===== config.mk =====
export PLATFORM = sky130hd
export DESIGN_NAME = edge_generator
export DESIGN_NICKNAME = d
export VERILOG_FILES = /design/src/rtl/edge_generator.sv
export SDC_FILE = /design/constraint.sdc
export NUM_CORES = 1
export LEC_CHECK = 0
export CAP_MARGIN = 10
export CORE_MARGIN = 4
export CORE_UTILIZATION = 56
export CTS_CLUSTER_DIAMETER = 150
export DETAILED_ROUTE_END_ITERATION = 16
export GPL_ROUTABILITY_DRIVEN = 0
export GPL_TIMING_DRIVEN = 0
export PLACE_DENSITY = 0.81
export RECOVER_POWER = 50
export SETUP_SLACK_MARGIN = 0.4
export SYNTH_ARGS = -nofsm -noshare
export SYNTH_HDL_FRONTEND = slang
export SYNTH_SLANG_ARGS = --single-unit

===== constraint.sdc =====
create_clock -name clk -period 4 [get_ports clk]
set_clock_uncertainty 0.15 [all_clocks]
set_input_delay 1.2 -clock clk [delete_from_list [all_inputs] [get_ports clk]]
set_output_delay 1.2 -clock clk [all_outputs]
set_load 0.05 [all_outputs]

===== src/rtl/edge_generator.sv =====
// Programmable square-wave edge source: emits a counted (or free-running) train of
// rising edges with a period of 2*half_period clocks and a registered output.
//
// state  | meaning
// S_IDLE | waiting for start; signal low, edge_count holds the last run's total
// S_HIGH | high phase of the current period, phase timer counting down
// S_LOW  | low phase; at terminal count either rise again or finish the run
module edge_generator #(
  parameter int CNT_W = 16
) (
  input  logic             clk,
  input  logic             reset,
  input  logic             start,
  input  logic             stop,
  input  logic [CNT_W-1:0] half_period,
  input  logic [CNT_W-1:0] num_edges,
  output logic             signal,
  output logic             busy,
  output logic             done,
  output logic [CNT_W-1:0] edge_count
);

  typedef enum logic [1:0] {
    S_IDLE = 2'd0,
    S_HIGH = 2'd1,
    S_LOW  = 2'd2
  } state_t;

  state_t           r_state, w_state;
  logic [CNT_W-1:0] r_half, w_half;
  logic [CNT_W-1:0] r_num, w_num;
  logic [CNT_W-1:0] r_timer, w_timer;
  logic [CNT_W-1:0] r_edge_count, w_edge_count;
  logic             r_signal, w_signal;
  logic             r_busy, w_busy;
  logic             r_done, w_done;

  logic [CNT_W-1:0] w_half_in;
  logic             w_timer_tc;
  logic             w_more_edges;

  // A zero half-period would stall the timer, so it runs as one clock per phase.
  assign w_half_in    = (half_period == '0) ? CNT_W'(1) : half_period;
  assign w_timer_tc   = (r_timer == '0);
  assign w_more_edges = (r_num == '0) || (r_edge_count < r_num);

  always_ff @(posedge clk or posedge reset) begin
    if (reset) begin
      r_state      <= S_IDLE;
      r_half       <= '0;
      r_num        <= '0;
      r_timer      <= '0;
      r_edge_count <= '0;
      r_signal     <= 1'b0;
      r_busy       <= 1'b0;
      r_done       <= 1'b0;
    end else begin
      r_state      <= w_state;
      r_half       <= w_half;
      r_num        <= w_num;
      r_timer      <= w_timer;
      r_edge_count <= w_edge_count;
      r_signal     <= w_signal;
      r_busy       <= w_busy;
      r_done       <= w_done;
    end
  end

  always_comb begin
    w_state      = r_state;
    w_half       = r_half;
    w_num        = r_num;
    w_timer      = r_timer;
    w_edge_count = r_edge_count;
    w_signal     = r_signal;
    w_busy       = r_busy;
    w_done       = 1'b0;

    case (r_state)
      S_IDLE: begin
        if (start && !stop) begin
          w_half       = w_half_in;
          w_num        = num_edges;
          w_timer      = w_half_in - CNT_W'(1);
          w_edge_count = CNT_W'(1);
          w_signal     = 1'b1;
          w_busy       = 1'b1;
          w_state      = S_HIGH;
        end
      end
      S_HIGH: begin
        if (stop) begin
          w_signal = 1'b0;
          w_busy   = 1'b0;
          w_state  = S_IDLE;
        end else if (w_timer_tc) begin
          w_timer  = r_half - CNT_W'(1);
          w_signal = 1'b0;
          w_state  = S_LOW;
        end else begin
          w_timer = r_timer - CNT_W'(1);
        end
      end
      S_LOW: begin
        if (stop) begin
          w_busy  = 1'b0;
          w_state = S_IDLE;
        end else if (w_timer_tc) begin
          if (w_more_edges) begin
            w_timer      = r_half - CNT_W'(1);
            w_edge_count = r_edge_count + CNT_W'(1);
            w_signal     = 1'b1;
            w_state      = S_HIGH;
          end else begin
            w_busy  = 1'b0;
            w_done  = 1'b1;
            w_state = S_IDLE;
          end
        end else begin
          w_timer = r_timer - CNT_W'(1);
        end
      end
      default: begin
        w_signal = 1'b0;
        w_busy   = 1'b0;
        w_state  = S_IDLE;
      end
    endcase
  end

  assign signal     = r_signal;
  assign busy       = r_busy;
  assign done       = r_done;
  assign edge_count = r_edge_count;

endmodule


==> results.py <==
metrics = {
    "route": {
        "top_layer": "met4",
        "routed-wl-met2_um": 5320,
        "route.detailed.drc": 0,
        "vias": 3969,
        "drt-pass1-iter-count": 5,
        "wl_um": 11400,
        "wl_met3_um": 843,
        "drtIter0Drc": 247,
        "routedWlPerCell_um": 18.1,
        "vias_per_cell": 6.30,
        "drt-met1-wl_um": 5000,
        "ant_nets": 0,
    },
    "job": {
        "cap_violations": 0,
    },
    "layout": {
        "post-route-cell-area_um2": 5200,
        "final_common_cell": "dfrtp_1",
        "final_nets": 583,
        "final_cells": 630,
        "final_cell_mix": "dfrtp_1, clkdlybuf4s50_1, nand2_1, o21ai_0, mux2_2",
        "syn2layout_area_growth_pct": 19.9,
        "n_fill_cell": 570,
        "diodes": 0,
        "final_util_pct": 70.2,
        "drive_gt1_share_pct": 15.4,
    },
    "pwr": {
        "pwr-share-seq_pct": 33.7,
        "p_comb_share_pct": 53.1,
        "p_per_area_nw_per_um2": 727,
        "p_sw_share_pct": 46.3,
        "clkPwrFrac_pct": 13.2,
        "power.internal_w": 0.00203,
        "leakage_nw": 2.14,
        "ir_drop_uv": 427,
        "p_switching_w": 0.00175,
    },
    "synth": {
        "yosysWarnings": 0,
        "synth.ff_latch_count": 69,
        "synthesis.nets": 518,
        "syn_area_per_cell_um2": 9.42,
        "yosys.area.top_type": "dfrtp_1",
        "netlist-cell-type-count": 59,
        "async_flop_share_pct": 100,
        "synth-seq-area-share_pct": 39.8,
        "synth-main-ff-cell": "dfrtp_1",
        "syn_area_um2": 4340,
        "synth-edff-count": 0,
        "synth_top_area_share_pct": 39.8,
        "synthTopCellsByArea": "dfrtp_1, mux2_2, ha_1, o21ai_0, a21oi_1",
        "syn_inst": 461,
    },
    "critical_path": {
        "required_ns": 4.10,
        "reg2regPathDepth": 13,
        "path_delay_family": "simple AND/OR/NAND/NOR gates",
        "slowest_stage": "nor3_1",
        "cp.arrival_ns": 3.78,
        "endpoint_kind": "flip-flop",
        "worstSetupPathType": "flip-flop to flip-flop",
        "cp.depth": 13,
        "r2r_slack_ns": 0.32,
        "path_buf_inv": 3,
        "critPathLaunchType": "flip-flop",
        "path_cells": "nor3_1 -> and2_1 -> buf_4 -> and2_1 -> clkbuf_2 -> a211o_1 -> o21ai_0 -> ha_1 -> clkbuf_2 -> o2111ai_2 -> nor2_1 -> xnor2_1 -> o21ai_0",
        "r2r-start": "r_timer[2]",
        "timing.rr.end": "r_timer[10]",
        "max_stage_delay_ns": 0.80,
        "crit_fanout": 10,
    },
    "cts": {
        "clock_latency_ns": 0.35,
        "cts_num_sinks": 69,
        "postCtsHoldBufs": 0,
        "numCtsBuffers": 9,
        "clk_path_buf_depth": 2,
        "cts_root_buffer": "clkbuf_8",
        "cts_tree": "built",
        "h-tree-depth": 3,
        "clkSlewWorstSetupHoldPaths_ns": 0.08,
    },
    "timing": {
        "drv_slew": 0,
        "fin_crit_sh_pct": 91.9,
        "fmax_mhz": 272,
        "tns_ns": 0,
        "worst_pin_slew_ns": 1.42,
        "setup_viol": 0,
        "max_slew_margin_pct": 5.02,
        "rsz0062_at_grt": "true",
        "hold_viol_final": 0,
        "period_needed_ns": 3.68,
    },
    "floorplan": {
        "rows": 31,
        "die_x_um": 96.1,
        "start_util_pct": 58.6,
        "dieArea_um2": 9230,
        "ios": 55,
        "core_um2": 7410,
        "die_height_um": 96.1,
    },
    "worst_hold_path": {
        "hold_depth": 2,
        "min_path_type": "flip-flop to flip-flop",
        "min_to": "signal",
        "hold_path.startpoint": "signal",
    },
    "global_route": {
        "grt_pass1_vias": 3828,
        "grt_max_degree": 70,
        "grt.total_usage_pct": 26.1,
        "grt-ovfl-total": 0,
        "grt_pass1_wl_um": 18600,
        "antenna_found_initial": 0,
    },
    "status": {
        "outcome": "finished clean",
    },
    "placement": {
        "dp_hpwl_um": 8180,
        "port_buffers": 53,
        "placed_area_um2": 5000,
        "placedCellCount": 613,
    },
}
## metrics by stage
step	hold slack (ns)	total power (W)	setup WS [ns]
finish	0.350	0.00378	0.325
global route	0.392	0.00405	0.194
CTS	0.357	0.00372	0.457
floorplan	0.323	0.00268	0.811
global placement	0.337	0.00312	-0.268
detailed placement	0.340	0.00321	-0.193
## layer usage
layer,global-route usage [%],vias up
met4,10.7,0
met3,4.38,23
li1,-,1832
met2,40.7,188
met1,35.9,1926
met5,0,-
## worst register-to-register path, delay by kind of cell, from the launching register on
family | cells | cell delay (ns)
simple gates | 4 | 1.39
fa+ha+maj | 1 | 0.21
flops | 1 | 0.46
xor+xnor | 1 | 0.14
buf+inv | 3 | 0.66
compound gates | 4 | 0.59
## power groups by stage
stage               Combinational [W]  Sequential (W)  Clock, W
finish                        0.00201         0.00127  0.000499
floorplan                     0.00140         0.00127         0
global route                  0.00221         0.00130  0.000534
detailed placement            0.00194         0.00127         0
global placement              0.00186         0.00126         0
CTS                           0.00195         0.00126  0.000506
## Yosys cell counts (all sizes together) (7+ instances only)
| cell | instances |
|---|---|
| a21oi | 33 |
| a31oi | 9 |
| clkbuf | 14 |
| dfrtp | 69 |
| ha | 21 |
| inv | 27 |
| mux2 | 33 |
| mux2i | 9 |
| nand2 | 38 |
| nand3 | 14 |
| nand4 | 10 |
| nor2 | 31 |
| nor3 | 9 |
| nor4 | 15 |
| o211ai | 7 |
| o21ai | 37 |
| o31ai | 8 |
| or3 | 8 |
## worst max path at each step
stage	end	slack [ns]	start
2_1_floorplan	r_timer[15]	0.81	half_period[7]
3_3_place_gp	r_half[5]	-0.27	reset
3_5_place_dp	r_timer[12]	-0.19	half_period[2]
4_1_cts	r_timer[15]	0.46	half_period[7]
5_1_grt	r_timer[10]	0.19	r_timer[2]
6_report	r_timer[10]	0.32	r_timer[2]
## area by class of cell
cell class / instances / area (um^2) / share of cell area, %
plain buffers: 20 / 106 / 2.04
clock buffers: 9 / 124 / 2.38
clock inverters: 7 / 42.5 / 0.818
inverters: 27 / 101 / 1.95
multi-input cells: 345 / 2440 / 46.9
flip-flops and latches: 69 / 1730 / 33.2
well taps: 99 / 124 / 2.38
repair buffers: 54 / 541 / 10.4
## sequential cells by signal, summed over array words and instances (netlist names)
name and cells:
r_half 16, done 1, r_num 16, r_state 2
busy 1, signal 1, edge_count 16, r_timer 16
## timing repair
action                                 in CTS  in global routing
buffers inserted                            0                  1
pin swaps                                   0                  1
endpoints found under the hold margin       0                  0
resized for setup                           4                 11
setup endpoints to repair                   4                  8
## logic make-up (layout without fill, tap and decap cells)
kind of cell	Yosys count	count (layout)	share of synthesized area, %
compound gates	124	124	19.3
xor+xnor	12	12	2.42
fa+ha+maj	21	21	6.05
buf+inv	47	117	4.64
flops	69	69	39.8
mux	42	42	10.6
simple gates	146	146	17.1
Note: power is estimated with default switching activity, not from simulation.
